`src/rtl/rtlola_eval_scheduler.sv`:
```
// Evaluation scheduler for the RTLola monitor.
// Merges input events and periodic deadlines into timestamped entries, queues
// them, and replays each entry as a three-layer evaluation:
// input layer (L0), event outputs (L1), periodic outputs (L2).
// Handshake: q_push is asserted whenever an entry is offered; q_push_valid
// means it was written into the queue this cycle. q_pop is asserted only when
// the queue holds at least one entry, so every pop completes and q_pop_valid
// mirrors it. Both are gated by en, since nothing moves in a frozen cycle.
module rtlola_eval_scheduler #(
  parameter int         TS_WIDTH = 64,
  parameter int         Q_DEPTH  = 4,
  parameter int         PERIOD_2 = 1000,
  parameter int         PERIOD_3 = 500,
  parameter logic [1:0] ACT_OUT0 = 2'b01,
  parameter logic [1:0] ACT_OUT1 = 2'b11
) (
  input  logic                clk,
  input  logic                rst,
  input  logic                en,
  input  logic                new_input_0,
  input  logic                new_input_1,
  output logic                q_push,
  output logic                q_push_valid,
  output logic                q_pop,
  output logic                q_pop_valid,
  output logic                q_overflow,
  output logic [TS_WIDTH-1:0] ev_timestamp,
  output logic                enable_in0,
  output logic                enable_in1,
  output logic                enable_out0,
  output logic                enable_out1,
  output logic                enable_out2,
  output logic                enable_out3,
  output logic [1:0]          fsm_state
);

  localparam int AW  = (Q_DEPTH > 1) ? $clog2(Q_DEPTH) : 1;
  localparam int CW  = AW + 1;
  localparam int C2W = $clog2(PERIOD_2);
  localparam int C3W = $clog2(PERIOD_3);
  localparam int EW  = TS_WIDTH + 4;
  localparam logic [C2W-1:0] LAST2 = C2W'(PERIOD_2 - 1);
  localparam logic [C3W-1:0] LAST3 = C3W'(PERIOD_3 - 1);
  localparam logic [CW-1:0]  DEPTH = CW'(Q_DEPTH);

  typedef enum logic [1:0] {IDLE = 2'd0, L0 = 2'd1, L1 = 2'd2, L2 = 2'd3} state_t;

  logic [TS_WIDTH-1:0] ts;
  logic [C2W-1:0]      cnt2;
  logic [C3W-1:0]      cnt3;
  logic [EW-1:0]       mem [Q_DEPTH];
  logic [AW-1:0]       wp, rp;
  logic [CW-1:0]       count;
  state_t              state, next_state;
  logic [1:0]          ev_in, ev_per;
  logic [1:0]          in_mask, per_mask;

  assign in_mask  = {new_input_1, new_input_0};
  assign per_mask = {cnt3 == LAST3, cnt2 == LAST2};

  assign q_push       = en & (|{in_mask, per_mask});
  assign q_pop        = en & (count != '0) & ((state == IDLE) | (state == L2));
  assign q_pop_valid  = q_pop;
  assign q_push_valid = q_push & ((count < DEPTH) | q_pop);

  assign fsm_state = state;

  // Free-running timestamp and deadline counters, frozen when en is low.
  always_ff @(posedge clk) begin
    if (rst) begin
      ts   <= '0;
      cnt2 <= '0;
      cnt3 <= '0;
    end else if (en) begin
      ts   <= ts + TS_WIDTH'(1);
      cnt2 <= (cnt2 == LAST2) ? '0 : cnt2 + C2W'(1);
      cnt3 <= (cnt3 == LAST3) ? '0 : cnt3 + C3W'(1);
    end
  end

  // Queue storage; contents need no reset because pointers and count do.
  always_ff @(posedge clk) begin
    if (q_push_valid) mem[wp] <= {ts, in_mask, per_mask};
  end

  // Queue pointers, occupancy and the sticky overflow flag.
  always_ff @(posedge clk) begin
    if (rst) begin
      wp         <= '0;
      rp         <= '0;
      count      <= '0;
      q_overflow <= 1'b0;
    end else if (en) begin
      if (q_push_valid) wp <= wp + AW'(1);
      if (q_pop)        rp <= rp + AW'(1);
      case ({q_push_valid, q_pop})
        2'b10:   count <= count + CW'(1);
        2'b01:   count <= count - CW'(1);
        default: count <= count;
      endcase
      if (q_push & ~q_push_valid) q_overflow <= 1'b1;
    end
  end

  // Evaluator state register.
  always_ff @(posedge clk) begin
    if (rst)     state <= IDLE;
    else if (en) state <= next_state;
  end

  // Evaluator next state: a pop always starts a new pass at L0.
  always_comb begin
    next_state = state;
    case (state)
      IDLE:    next_state = q_pop ? L0 : IDLE;
      L0:      next_state = L1;
      L1:      next_state = L2;
      L2:      next_state = q_pop ? L0 : IDLE;
      default: next_state = IDLE;
    endcase
  end

  // Eval register: latches the popped entry for the three layers.
  always_ff @(posedge clk) begin
    if (rst) begin
      ev_timestamp <= '0;
      ev_in        <= '0;
      ev_per       <= '0;
    end else if (en && q_pop) begin
      {ev_timestamp, ev_in, ev_per} <= mem[rp];
    end
  end

  // Layer strobes decoded from registered state and the eval register.
  always_comb begin
    enable_in0  = (state == L0) & ev_in[0];
    enable_in1  = (state == L0) & ev_in[1];
    enable_out0 = (state == L1) & (&(ev_in | ~ACT_OUT0)) & (|(ev_in & ACT_OUT0));
    enable_out1 = (state == L1) & (&(ev_in | ~ACT_OUT1)) & (|(ev_in & ACT_OUT1));
    enable_out2 = (state == L2) & ev_per[0];
    enable_out3 = (state == L2) & ev_per[1];
  end

endmodule
```
`config.mk`:
```
export PLATFORM = sky130hd
export DESIGN_NAME = rtlola_eval_scheduler
export DESIGN_NICKNAME = d
export VERILOG_FILES = /design/src/rtl/rtlola_eval_scheduler.sv
export SDC_FILE = /design/constraint.sdc
export NUM_CORES = 1
export LEC_CHECK = 0
export ABC_AREA = 1
export BUFFER_PORTS_ARGS = -buffer_cell sky130_fd_sc_hd__buf_2
export CAP_MARGIN = 10
export CORE_UTILIZATION = 56
export CTS_BUF_LIST = sky130_fd_sc_hd__clkbuf_4 sky130_fd_sc_hd__clkbuf_8
export CTS_CLUSTER_SIZE = 14
export DETAILED_ROUTE_END_ITERATION = 8
export GPL_ROUTABILITY_DRIVEN = 0
export GPL_TIMING_DRIVEN = 0
export PLACE_DENSITY = 0.74
export REMOVE_ABC_BUFFERS = 1
export SLEW_MARGIN = 20
export SYNTH_ARGS = -nofsm -noshare
export SYNTH_HDL_FRONTEND = slang
export SYNTH_SLANG_ARGS = --single-unit
export TNS_END_PERCENT = 1
```
`constraint.sdc`:
```
create_clock -name clk -period 7.8 [get_ports clk]
set_input_delay 1.17 -clock clk [delete_from_list [all_inputs] [get_ports clk]]
set_output_delay 1.17 -clock clk [all_outputs]
set_load 0.02 [all_outputs]
```
== After elaboration in Yosys (flattened, before gate mapping) ==
Memories as Yosys holds them, arrays and structs flattened. A register that Yosys moved wholly into a read port is not among the register bits.
Index checks and enable logic that the tools add are counted.
Operators by class
  add/sub/neg operators: 7
  order comparisons: 1
  equality and inequality tests: 7
  muxes and demuxes: 7
  bitwise operators: 16
  reduce and logical (&&, ||, !) cells: 12
Operator list (count)
  $add A64 B1 Y64 const B: 1
  $and A1 B1 Y1: 13
  $add A10 B1 Y10 const B: 1
  $eq A10 B10 Y1 const B: 1
  $mux W10: 1
  $reduce_and A2 Y1: 5
  $add A9 B1 Y9 const B: 1
  $eq A9 B9 Y1 const B: 1
  $mux W9: 1
  $eq A2 B2 Y1 const B: 3
  $pmux W2 S3: 1
  $pmux W3 S2: 1
  $add A2 B1 Y2 const B: 2
  $eq A2 B1 Y1 const B: 2
  $reduce_or A2 Y1: 2
  $reduce_or A4 Y1: 1
  $add A3 B1 Y3 const B: 1
  $lt A3 B3 Y1 const B: 1
  $mux W1: 3
  $reduce_bool A3 Y1: 1
  $sub A3 B1 Y3 const B: 1
  $logic_not A2 Y1: 1
  $or A1 B1 Y1: 2
  $reduce_bool A2 Y1: 1
  other kinds (2): 2
Storage, ports and cells
  bits in registers: 93
  memory bits (writable): 272
  input port bits: 5
  output and inout port bits: 77
  logic and storage cells: 59
  memories: 1
Memory list
  mem: words 4, bits a word 68, read ports 1, clocked after memory_dff 1, wr ports 1, line 51  | logic [EW-1:0] mem [Q_DEPTH];

== Longest topological paths before layout ==
  depth in word-level cells: 8
  gate-level depth with buffers: 15
  depth with buffers taken out: 15

== Worst setup path before layout ==
No wires, ideal clock.
  path kind: input to register
  start point: in en
  end point: mem mem[0][0] (netlist name), enable pin
  setup time: 495 ps
  arrival: 4870 ps
  data required time: 7305 ps
  path slack: 2435 ps
  stages on the path: 6
  path buffers: 2
  cell sequence: buf_4 > buf_2 > nand2_1 > nand2_1 > nand2_1 > nor2_1
On the way
  elaborated cells between the ends (all ways): 7
  those cells by class: mux (2); bitwise (5)
RTL lines
  start, declared: line 19  | input logic en,
  $and A1 B1 Y1: line 61  | assign q_push = en & (|{in_mask, per_mask});
  net q_push: line 22  | output logic q_push,
  $and A1 B1 Y1: line 64  | assign q_push_valid = q_push & ((count < DEPTH) | q_pop);
  $mux W1: line 83  | if (q_push_valid) mem[wp] <= {ts, in_mask, per_mask};
  $mux W1 (implied by the code): line 83
  end, declared: line 51
The timed path passes the listed nets, and every way through them passes these cells.

== Final worst setup path ==
  start point: in en
  end point: out q_pop_valid
On the way
  longest elaborated chain between the ends: 2
RTL lines
  $and A1 B1 Y1 (2 in series): line 62  | assign q_pop = en & (count != '0) & ((state == IDLE) | (state == L2));
  end, declared: line 25  | output logic q_pop_valid,
No other way between the ends.

==> flow_metrics.env <==
export IMPL_clock_sinks=433
export IMPL_reg2regPathDepth=11
export IMPL_synth_distinct_cells=39
export IMPL_final_setup_tns_ns=0
export IMPL_clk_insertion_delay_late_ns=0.59
export IMPL_antenna_left=0
export IMPL_final_util=0.656
export IMPL_synthFlopType="edfxtp_1"
export IMPL_layout_drive_gt1_share=0.141
export IMPL_violations="design-rule violations"
export IMPL_syn2layout_area_growth_pct=14.4
export IMPL_clk_path_buf_depth=3
export IMPL_cts_root_buffer="clkbuf_8"
export IMPL_cts_tree="built"
export IMPL_start_kind="input port"
export IMPL_skew_ns=0.0387
export IMPL_dpl_hpwl_mm=25.4
export IMPL_crit_type="in -> out"
export IMPL_powerDensity_mw_per_mm2=242
export IMPL_die_y_um=180
export IMPL_power_uw=4900
export IMPL_synth_edf_count=272
export IMPL_r2r_start="cnt3[0]"
export IMPL_die_area_mm2=0.0323
export IMPL_synth_top_area_cell="edfxtp_1"
export IMPL_via_per_inst=5.50
export IMPL_syn_instance_count=1819
export IMPL_whs_path_depth=2
export IMPL_grt_max_degree=82
export IMPL_critPathTopFamily="buffers and inverters"
export IMPL_r2r_end="mem[1][37]"
export IMPL_numPortBuffers=81
export IMPL_cts_resized=0
export IMPL_synthTopCellsByArea="edfxtp_1 46%, dfxtp_1 18%, nor2_1 10%, o21ai_0 5.6%, nand2_1 4.9%"
export IMPL_final_area_mm2=0.0202
export IMPL_yosysMostFrequentCell="nor2_1"
export IMPL_critPathArrivalTime_ns=3.01
export IMPL_drv_slew=0
export IMPL_setup_slack_ns=3.62
export IMPL_crit_chain="buf_2, nand2_2, a31oi_4, buf_16, buf_16, buf_2"
export IMPL_post_cts_buffers=0
export IMPL_nFillCells=2380
export IMPL_numCtsBuffers=70
export IMPL_drc_errors=3
export IMPL_drtIter0Drc=997
export IMPL_firstDrtPassIters=7
export IMPL_tightest_slew_ns=0.747
export IMPL_cp_data_required_time_ns=6.63
export IMPL_finalHoldViolCount=0
export IMPL_diodes=0
export IMPL_yosys_warnings=0
export IMPL_hold_end="q_overflow"
export IMPL_synth_top_area_frac=0.462
export IMPL_synthTopCellsByCount="470 x nor2_1, 272 x edfxtp_1, 231 x nand2_1"
export IMPL_ir_worst_vdd_mv=0.144
export IMPL_initial_utilization=0.574
export IMPL_setup_viol=0
export IMPL_drv_cap=0
export IMPL_rows=64
export IMPL_multi_input_area_mm2=0.00557
export IMPL_ys_ff_latch=433
export IMPL_hold_start="q_overflow"
export IMPL_syn_cell_area_mm2=0.0177
export IMPL_reg2reg_slack_ns=4.98
export IMPL_cts_hold_fix_buffers=0
export IMPL_final_period_utilization=0.536
export IMPL_grt_total_usage=0.248
export IMPL_cp_end_kind="output pin"
export IMPL_hp_class="reg -> reg"
export IMPL_register_area_mm2=0.0114
export IMPL_async_flop_share=0
export IMPL_grt_setup_unrepaired="no"
export IMPL_critPathLaunch="en"
export IMPL_max_freq_mhz=239
export IMPL_wl_per_cell_um=16.6
export IMPL_gr_total_overflow=0
export IMPL_yosysSeqAreaShare=0.644
export IMPL_grt_pass1_vias=12570
export IMPL_grt_pass1_wl_mm=63.9
export IMPL_critPathMaxFanout=29
export IMPL_vias=13017
export IMPL_synth_avg_cell_area_um2=9.73
export IMPL_placed_area_mm2=0.0188
export IMPL_coreArea_mm2=0.0308
export IMPL_p_leak_uw=0.00731
export IMPL_maxSlewHeadroom=0.502
export IMPL_max_stage_delay_ns=0.53
export IMPL_status="finished with violations"
export IMPL_dieWidth_um=180
export IMPL_totalWireLength_mm=39.3
export IMPL_nets=1932
export IMPL_io_pins=82
export IMPL_antenna_found_initial=0
export IMPL_pre_cts_slack_ns=3.61
export IMPL_min_period_ns=4.18
export IMPL_crit_buf_inv=4
export IMPL_clk_pin_slew_ns=0.05
export IMPL_critPathSlowestCell="buf_2"
export IMPL_htree_levels=3
==> kinds of logic (layout without fill, tap and decap cells) <==
family | count (synthesis) | count (layout) | synth area share
buf+inv | 186 | 337 | 0.0434
compound gates | 359 | 359 | 0.109
simple gates | 816 | 816 | 0.188
fa+ha+maj | 12 | 12 | 0.00891
flops | 433 | 433 | 0.644
xor+xnor | 13 | 13 | 0.00643
==> flip-flops by register name (all words and copies together), names as in the netlist <==
| name | count |
|---|---|
| mem | 272 |
| ev_timestamp | 64 |
| ts | 64 |
| cnt2 | 10 |
| cnt3 | 9 |
| count | 3 |
| ev_in | 2 |
| ev_per | 2 |
| fsm_state | 2 |
| rp | 2 |
| wp | 2 |
| q_overflow | 1 |
==> worst min-delay path: stages (launching register included) <==
cell and delay (ns):
dfxtp_1 0.31, inv_1 0.05, a21oi_1 0.05
==> through the flow <==
stage,hold WS (ns),std cells
finish,0.459,2366
detailed placement,0.442,2239
CTS,0.455,2366
global route,0.490,2366
global placement,0.437,2216
floorplan,0.455,1739
==> where the power goes <==
group / leakage, µW / internal [µW] / switching, µW
registers: 0.00387 / 2510 / 44.3
clock network: 0.000746 / 1060 / 864
logic: 0.00269 / 139 / 275
total: 0.00731 / 3720 / 1180
==> routing by layer <==
layer / track usage / wire length, µm / vias to the layer above
met4: 0.0797 / 716 / 0
met1: 0.321 / 17100 / 6201
met3: 0.0504 / 2200 / 79
li1: - / - / 6376
met2: 0.420 / 19200 / 361
met5: 0 / 0 / -
==> layout make-up <==
| cell class | count | share of cell area |
|---|---|---|
| multi-input combinational | 1200 | 0.275 |
| sequential | 433 | 0.563 |
| clock inverter | 23 | 0.00742 |
| tap | 396 | 0.0245 |
| inverter | 106 | 0.0203 |
| clock buffer | 104 | 0.0615 |
| timing repair buffer | 104 | 0.0480 |
==> cells in the final DEF (no fill, tap or decap), types with 2 or more instances in the layout <==
master and instances:
nor3b_1 2, nand3_1 43, buf_2 81, clkinv_1 8
dfxtp_4 2, ha_1 11, inv_6 6, o21ai_1 35
clkinv_2 8, nand4_1 10, inv_2 3, dfxtp_1 159
clkbuf_8 74, nor2_4 11, inv_1 100, a31oi_1 68
clkbuf_4 30, and2_1 2, a211oi_1 2, o21a_1 2
nor3_1 13, o21bai_1 8, nor2_1 466, nand2_1 231
buf_16 14, clkinvlp_4 2, nor2_2 22, xor2_1 11
xnor2_1 2, a21oi_1 43, buf_12 9, edfxtp_1 272
o21ai_0 199, nand2_2 9
==> worst max path at each step <==
stage,to,slack [ns],depth (start not counted)
after CTS,q_pop_valid,3.62,6
after detailed placement,q_pop_valid,3.61,6
after global routing,q_pop,3.52,6
after floorplan,mem[0][0],2.70,6
after global placement,mem[1][26],-0.37,5
final,q_pop_valid,3.62,6
No activity file was read; power rests on OpenSTA's default activity.
